<file path="src/rtl/cal_pkg.sv">
// Shared types and calendar helpers for the time-set controller.
package cal_pkg;

   localparam int unsigned YEAR_MIN_DEF = 2000;
   localparam int unsigned YEAR_MAX_DEF = 2199;

   typedef enum logic [3:0] {
      ST_RUN    = 4'd0,
      ST_YEAR   = 4'd1,
      ST_MON    = 4'd2,
      ST_DAY    = 4'd3,
      ST_WEEK   = 4'd4,
      ST_HOUR   = 4'd5,
      ST_MIN    = 4'd6,
      ST_SEC    = 4'd7,
      ST_COMMIT = 4'd8
   } state_t;

   localparam logic [2:0] FLD_NONE = 3'd0;
   localparam logic [2:0] FLD_YEAR = 3'd1;
   localparam logic [2:0] FLD_MON  = 3'd2;
   localparam logic [2:0] FLD_DAY  = 3'd3;
   localparam logic [2:0] FLD_WEEK = 3'd4;
   localparam logic [2:0] FLD_HOUR = 3'd5;
   localparam logic [2:0] FLD_MIN  = 3'd6;
   localparam logic [2:0] FLD_SEC  = 3'd7;

   function automatic logic is_leap(input logic [11:0] y);
      logic leap;
      leap = ((y[1:0] == 2'b00) && ((y % 12'd100) != 12'd0)) || ((y % 12'd400) == 12'd0);
      return leap;
   endfunction

   function automatic logic [4:0] days_in_month(input logic [11:0] y, input logic [3:0] m);
      logic [4:0] d;
      d = 5'd31;
      case (m)
         4'd2:                    d = is_leap(y) ? 5'd29 : 5'd28;
         4'd4, 4'd6, 4'd9, 4'd11: d = 5'd30;
         default:                 d = 5'd31;
      endcase
      return d;
   endfunction

endpackage

</file>
<file path="src/rtl/cal_field_step.sv">
// Combinational increment/decrement of one field with wrap between lo and hi.
module cal_field_step (
   input  logic [11:0] val,
   input  logic [11:0] lo,
   input  logic [11:0] hi,
   input  logic        inc,
   input  logic        dec,
   output logic [11:0] nxt
);

   always_comb begin
      nxt = val;
      if (inc && !dec) begin
         nxt = (val >= hi) ? lo : val + 12'd1;
      end else if (dec && !inc) begin
         nxt = (val <= lo) ? hi : val - 12'd1;
      end
   end

endmodule

</file>
<file path="src/rtl/cal_time_set_ctrl.sv">
// Key-driven set-mode controller: snapshots live time, edits fields, commits with a load strobe.
module cal_time_set_ctrl
   import cal_pkg::*;
#(
   parameter int unsigned TIMEOUT_CYC = 6000,
   parameter int unsigned YEAR_MIN    = YEAR_MIN_DEF,
   parameter int unsigned YEAR_MAX    = YEAR_MAX_DEF
) (
   input  logic        clk,
   input  logic        rst,
   input  logic        key_mode,
   input  logic        key_inc,
   input  logic        key_dec,
   input  logic        key_cancel,
   input  logic [11:0] cur_year,
   input  logic [3:0]  cur_mon,
   input  logic [2:0]  cur_week,
   input  logic [4:0]  cur_day,
   input  logic [4:0]  cur_hour,
   input  logic [5:0]  cur_min,
   input  logic [5:0]  cur_sec,
   output logic [11:0] year_set,
   output logic [3:0]  mon_set,
   output logic [2:0]  week_set,
   output logic [4:0]  day_set,
   output logic [4:0]  hour_set,
   output logic [5:0]  min_set,
   output logic [5:0]  sec_set,
   output logic        time_set,
   output logic        setting,
   output logic [2:0]  field
);

   localparam int unsigned TW = (TIMEOUT_CYC > 1) ? $clog2(TIMEOUT_CYC) : 1;
   localparam logic [TW-1:0] TMO_LAST = TW'((TIMEOUT_CYC > 0) ? TIMEOUT_CYC - 1 : 0);

   state_t        state;
   logic [TW-1:0] tmo_cnt;
   logic [11:0]   step_val;
   logic [11:0]   step_lo;
   logic [11:0]   step_hi;
   logic [11:0]   step_nxt;
   logic [4:0]    max_day;
   logic          any_key;

   assign max_day = days_in_month(year_set, mon_set);
   assign any_key = key_mode | key_inc | key_dec | key_cancel;

   // Select the field currently being edited and its legal range.
   always_comb begin
      step_val = 12'd0;
      step_lo  = 12'd0;
      step_hi  = 12'd0;
      case (state)
         ST_YEAR: begin step_val = year_set;       step_lo = 12'(YEAR_MIN); step_hi = 12'(YEAR_MAX); end
         ST_MON:  begin step_val = 12'(mon_set);  step_lo = 12'd1; step_hi = 12'd12;         end
         ST_DAY:  begin step_val = 12'(day_set);  step_lo = 12'd1; step_hi = 12'(max_day);   end
         ST_WEEK: begin step_val = 12'(week_set); step_lo = 12'd1; step_hi = 12'd7;          end
         ST_HOUR: begin step_val = 12'(hour_set); step_lo = 12'd0; step_hi = 12'd23;         end
         ST_MIN:  begin step_val = 12'(min_set);  step_lo = 12'd0; step_hi = 12'd59;         end
         ST_SEC:  begin step_val = 12'(sec_set);  step_lo = 12'd0; step_hi = 12'd59;         end
         default: begin step_val = 12'd0;         step_lo = 12'd0; step_hi = 12'd0;          end
      endcase
   end

   cal_field_step u_step (
      .val (step_val),
      .lo  (step_lo),
      .hi  (step_hi),
      .inc (key_inc),
      .dec (key_dec),
      .nxt (step_nxt)
   );

   always_ff @(posedge clk or posedge rst) begin
      if (rst) begin
         state    <= ST_RUN;
         tmo_cnt  <= '0;
         time_set <= 1'b0;
         setting  <= 1'b0;
         field    <= FLD_NONE;
         year_set <= 12'd2000;
         mon_set  <= 4'd1;
         day_set  <= 5'd1;
         week_set <= 3'd6;
         hour_set <= 5'd0;
         min_set  <= 6'd0;
         sec_set  <= 6'd0;
      end else begin
         time_set <= 1'b0;
         case (state)
            ST_RUN: begin
               if (key_mode) begin
                  year_set <= cur_year;
                  mon_set  <= cur_mon;
                  day_set  <= cur_day;
                  week_set <= cur_week;
                  hour_set <= cur_hour;
                  min_set  <= cur_min;
                  sec_set  <= cur_sec;
                  state    <= ST_YEAR;
                  setting  <= 1'b1;
                  field    <= FLD_YEAR;
                  tmo_cnt  <= '0;
               end
            end
            ST_COMMIT: begin
               state <= ST_RUN;
            end
            ST_YEAR, ST_MON, ST_DAY, ST_WEEK, ST_HOUR, ST_MIN, ST_SEC: begin
               if (any_key) tmo_cnt <= '0;
               if (key_cancel) begin
                  state   <= ST_RUN;
                  setting <= 1'b0;
                  field   <= FLD_NONE;
               end else if (key_mode) begin
                  // Leaving year or month may shorten the month: pull day back in range.
                  if ((state == ST_YEAR || state == ST_MON) && day_set > max_day) day_set <= max_day;
                  if (state == ST_SEC) begin
                     state    <= ST_COMMIT;
                     setting  <= 1'b0;
                     field    <= FLD_NONE;
                     time_set <= 1'b1;
                  end else begin
                     state <= state_t'(state + 4'd1);
                     field <= field + 3'd1;
                  end
               end else if (key_inc || key_dec) begin
                  case (state)
                     ST_YEAR: year_set <= step_nxt;
                     ST_MON:  mon_set  <= 4'(step_nxt);
                     ST_DAY:  day_set  <= 5'(step_nxt);
                     ST_WEEK: week_set <= 3'(step_nxt);
                     ST_HOUR: hour_set <= 5'(step_nxt);
                     ST_MIN:  min_set  <= 6'(step_nxt);
                     default: sec_set  <= 6'(step_nxt);
                  endcase
               end else if (TIMEOUT_CYC != 0) begin
                  if (tmo_cnt == TMO_LAST) begin
                     state   <= ST_RUN;
                     setting <= 1'b0;
                     field   <= FLD_NONE;
                  end else begin
                     tmo_cnt <= tmo_cnt + TW'(1);
                  end
               end
            end
            default: begin
               state   <= ST_RUN;
               setting <= 1'b0;
               field   <= FLD_NONE;
            end
         endcase
      end
   end

endmodule

</file>
<file path="config.mk">
export PLATFORM = sky130hd
export DESIGN_NAME = cal_time_set_ctrl
export DESIGN_NICKNAME = d
export VERILOG_FILES = /design/src/rtl/cal_pkg.sv /design/src/rtl/cal_field_step.sv /design/src/rtl/cal_time_set_ctrl.sv
export SDC_FILE = /design/constraint.sdc
export NUM_CORES = 1
export LEC_CHECK = 0
export CORE_ASPECT_RATIO = 1.75
export CORE_MARGIN = 2
export CORE_UTILIZATION = 45
export CTS_BUF_LIST = sky130_fd_sc_hd__clkbuf_2 sky130_fd_sc_hd__clkbuf_4 sky130_fd_sc_hd__clkbuf_8
export CTS_CLUSTER_SIZE = 20
export DETAILED_ROUTE_END_ITERATION = 10
export GPL_TIMING_DRIVEN = 0
export MAX_ROUTING_LAYER = met4
export PLACE_DENSITY_LB_ADDON = 0.05
export SLEW_MARGIN = 40
export SYNTH_ARGS = -nofsm -noshare
export SYNTH_HDL_FRONTEND = slang
export SYNTH_SLANG_ARGS = --single-unit
</file>
<file path="constraint.sdc">
create_clock -name clk -period 9.4 [get_ports clk]
set_input_delay 1.88 -clock clk [delete_from_list [all_inputs] [get_ports clk]]
set_output_delay 1.88 -clock clk [all_outputs]
set_load 0.05 [all_outputs]
</file>
==> key figures <==
Synthesis
  – Cell count after synthesis: 774
  – Combined area of all synthesized cells: 5890 sq um
  – Count of different cell masters after synthesis: 87
  – Share of the synthesized netlist area taken by xor and xnor gates: 3.25%
  – Synthesized-area fraction occupied by adder cells: 4.42%
  – Share of the synthesized area in the top cell type: 22.5%
  – Most numerous cell types in the synthesized netlist: sky130_fd_sc_hd__nand2_1 (100), sky130_fd_sc_hd__nor2_1 (77), sky130_fd_sc_hd__a21oi_1 (63), sky130_fd_sc_hd__dfrtp_1 (53), sky130_fd_sc_hd__o21ai_0 (51)
  – Top FF cell, synth: sky130_fd_sc_hd__dfrtp_1
  – Count of flip-flops with a built-in enable after synthesis: 0
  – Ys Warns: 0
  – Number of storage elements in the synthesis netlist: 63
  – Cell types with the largest area share after synthesis: sky130_fd_sc_hd__dfrtp_1 (23%), sky130_fd_sc_hd__nand2_1 (6.4%), sky130_fd_sc_hd__a21oi_1 (5.4%)
  – Leading cell type by number of instances after synthesis: sky130_fd_sc_hd__nand2_1
  – Basic-gate share of the synthesized area counting and, or, nand and nor cells: 23.8%
  – Synth async-reset ratio: 100%
  – Synthesized-area fraction occupied by ao, oa, aoi and oai cells: 32.7%
  – Mean instance size in the synthesized netlist: 7.61 sq um
  – Yosys top cell by area: sky130_fd_sc_hd__dfrtp_1
  – Proportion of synthesized area in mux cells: 3.08%
  – Main combinational cell family by area after synthesis: compound AO/OA/AOI/OAI gates
  – Post-synthesis sequential area ratio: 27.0%
  – Synthesized netlist net count: 841

Die
  – Vertical extent of the die: 155 microns
  – DIE AREA: 14100 sq um
  – Standard-cell rows: 55
  – Area of the core: 12900 sq um
  – Starting Density: 45.8%
  – Die Wd: 90.5 microns
  – Number of ports placed on the die boundary: 93

Drt
  – Vias after detailed routing: 6607
  – Post-DR wirelength/cell: 20.7 microns
  – Residual DRC: 0
  – WL final: 21800 microns
  – Number of DRC markers after the initial detailed-route iteration: 432
  – ANT nets after route: 0
  – Number of detailed-routing iterations run before antenna repair: 8
  – Post-DR vias/cell: 6.27

Timing
  – Max-Slew Margin vs Limit: 42.6%
  – Least-Margin Pin Slew: 0.861 ns
  – Tcrit/Tclk final: 87.6%
  – Final worst path period need: 8.23 ns
  – Setup violations, final: 0
  – Final Hold Violating Endpoints: 0
  – Maximum achievable frequency: 0.121 GHz
  – Setup repair after global routing missed its margin: no
  – Fin Clk Skew: 0.0125 ns
  – Count of pins over their slew limit: 0
  – Final setup TNS: 0 ns

Flow run
  – Reported max-cap violation count: 0

Worst hold path
  – Kind of path behind the tightest hold check: reg -> reg
  – Launch instance of the worst min-delay path: setting
  – Hold depth: 1
  – End point of the worst hold path: setting

GRT
  – Global Route Usage Sum: 31.6%
  – Overflow left after global routing: 0
  – Via count of the first global-routing pass: 6417
  – Antenna violations before repair: 0
  – Maximum number of pins on one net before global-route repair: 38
  – Wire length of the first global-routing pass: 34100 microns

Placed design
  – Final GP Congestion: 0.983
  – Port Buffer Count: 92
  – Final HPWL from detailed placement: 17000 microns

Clock network
  – TritonCTS clock tree: done
  – Clock tree root driver cell: sky130_fd_sc_hd__clkbuf_8
  – Number of buffers on the longest clock path: 2
  – Count of hold-fix buffers inserted at cts: 0
  – CTS Sinks: 63
  – Post-CTS setup buffers: 0
  – Clock latency reported for the late side of the worst-skew pair: 0.36 ns
  – # H-tree levels: 3
  – Number of resized instances in the post-cts repair step: 0
  – Clock transition at path regs: 0.08 ns
  – Total clock buffers created by CTS: 9

Worst setup path
  – Worst-path cell with the longest stage delay: sky130_fd_sc_hd__o211ai_1
  – Crit path required time: 9.69 ns
  – Sort of element at the end of the critical path: register
  – Highest fanout seen on the critical path: 10
  – Largest incremental delay on the critical path: 0.62 ns
  – Setup Crit Path Kind: reg -> reg
  – Worst-case reg-to-reg path depth: 30
  – R2r startpoint: year_set[8]
  – Setup crit start kind: register
  – Data arrival, critical path: 8.52 ns
  – Setup slack, reg-to-reg: 1.17 ns
  – Worst r2r dst: mon_set[0]
  – Most common cell type on the critical path: sky130_fd_sc_hd__a21o_1

Layout
  – Fin nets: 945
  – Fraction of layout cells with a size suffix above 1: 7.93%
  – Layout-stage area growth over the synthesis result: 22.7%
  – Number of antenna diodes: 0

Outcome
  – Run status: complete, no violations
-- critical path, delay by kind of cell, from the launching register on --
| family | cells | cell delay [ns] |
|---|---|---|
| flip-flops | 1 | 0.55 |
| adder cells (fa/ha/maj) | 1 | 0.25 |
| AO/OA/AOI/OAI | 17 | 4.49 |
| multiplexers | 3 | 0.74 |
| buffers and inverters | 4 | 1.29 |
| AND/OR/NAND/NOR | 5 | 0.87 |
-- worst max path at each step --
stage	slack, ns	from	depth (start not counted)	to
2_1_floorplan	2.71	year_set[6]	29	day_set[0]
3_3_place_gp	1.36	year_set[8]	30	mon_set[0]
3_5_place_dp	1.32	year_set[8]	30	mon_set[0]
4_1_cts	1.27	year_set[8]	30	mon_set[0]
5_1_grt	0.64	year_set[7]	31	mon_set[0]
6_report	1.17	year_set[8]	30	mon_set[0]
-- flip-flops by register name (all words and copies together) (netlist names) --
name      flops
tmo_cnt      13
year_set     12
min_set       6
sec_set       6
day_set       5
hour_set      5
mon_set       4
state         4
field         3
week_set      3
setting       1
time_set      1
-- logic make-up after synthesis --
logic type                 Yosys count
xor gates and xnor gates            21
buffers and inverters               80
and+or+nand+nor                    293
muxes                               17
DFF                                 63
adders and majority gates           21
AOI/OAI and AO/OA                  279
-- metal layers --
layer | vias to the layer above | track usage, % | part of all wire (%)
met3 | 81 | 3.15 | 4.4
met4 | 0 | 16.0 | 5.3
met5 | - | - | 0
met1 | 3198 | 32.2 | 36
met2 | 270 | 59.4 | 54
li1 | 3058 | - | -
-- placed cells by master (no fill, tap or decap), types with 6 or more instances in the layout --
master | netlist | layout
sky130_fd_sc_hd__a21oi_1 | 63 | 63
sky130_fd_sc_hd__nand3_1 | 19 | 19
sky130_fd_sc_hd__o21ai_1 | 8 | 8
sky130_fd_sc_hd__nor3_1 | 15 | 15
sky130_fd_sc_hd__clkdlybuf4s50_1 | 0 | 92
sky130_fd_sc_hd__nand2b_1 | 13 | 13
sky130_fd_sc_hd__a211oi_1 | 8 | 8
sky130_fd_sc_hd__xnor2_1 | 15 | 15
sky130_fd_sc_hd__nor2_1 | 77 | 77
sky130_fd_sc_hd__o31ai_1 | 22 | 22
sky130_fd_sc_hd__a22oi_1 | 9 | 9
sky130_fd_sc_hd__a21o_1 | 24 | 24
sky130_fd_sc_hd__ha_1 | 20 | 20
sky130_fd_sc_hd__nand4_1 | 8 | 8
sky130_fd_sc_hd__o21ai_0 | 51 | 51
sky130_fd_sc_hd__nor2b_1 | 16 | 16
sky130_fd_sc_hd__o22ai_1 | 7 | 7
sky130_fd_sc_hd__dfstp_2 | 10 | 10
sky130_fd_sc_hd__dfrtp_1 | 53 | 53
sky130_fd_sc_hd__clkbuf_1 | 42 | 42
sky130_fd_sc_hd__o211ai_1 | 8 | 8
sky130_fd_sc_hd__inv_1 | 21 | 20
sky130_fd_sc_hd__nand2_1 | 100 | 100
sky130_fd_sc_hd__buf_2 | 6 | 6
sky130_fd_sc_hd__and3_1 | 7 | 7
sky130_fd_sc_hd__mux2i_1 | 11 | 11
sky130_fd_sc_hd__clkbuf_8 | 0 | 9
-- through the flow --
stage	std cells	worst slack (ns)	instance area, sq um	utilization [%]	hold slack (ns)
global route	1054	0.642	7230	56.2	0.528
detailed placement	1038	1.32	7060	54.8	0.481
floorplan	774	2.71	5890	-	0.445
global placement	1037	1.36	7030	54.6	0.468
CTS	1054	1.27	7230	56.2	0.501
finish	1054	1.17	7230	56.2	0.498
-- layout make-up --
| cell class | instances | area, sq um |
|---|---|---|
| repair buffers | 93 | 941 |
| flip-flops and latches | 63 | 1590 |
| well taps | 171 | 214 |
| plain buffers | 57 | 255 |
| clock inverters | 5 | 35.0 |
| multi-input cells | 631 | 3970 |
| fillers | 1289 | 5640 |
| inverters | 23 | 88.8 |
| clock buffers | 11 | 139 |
Power is not shown: default switching activity piles up to over one toggle a cycle in this logic, so the estimate is an artifact.
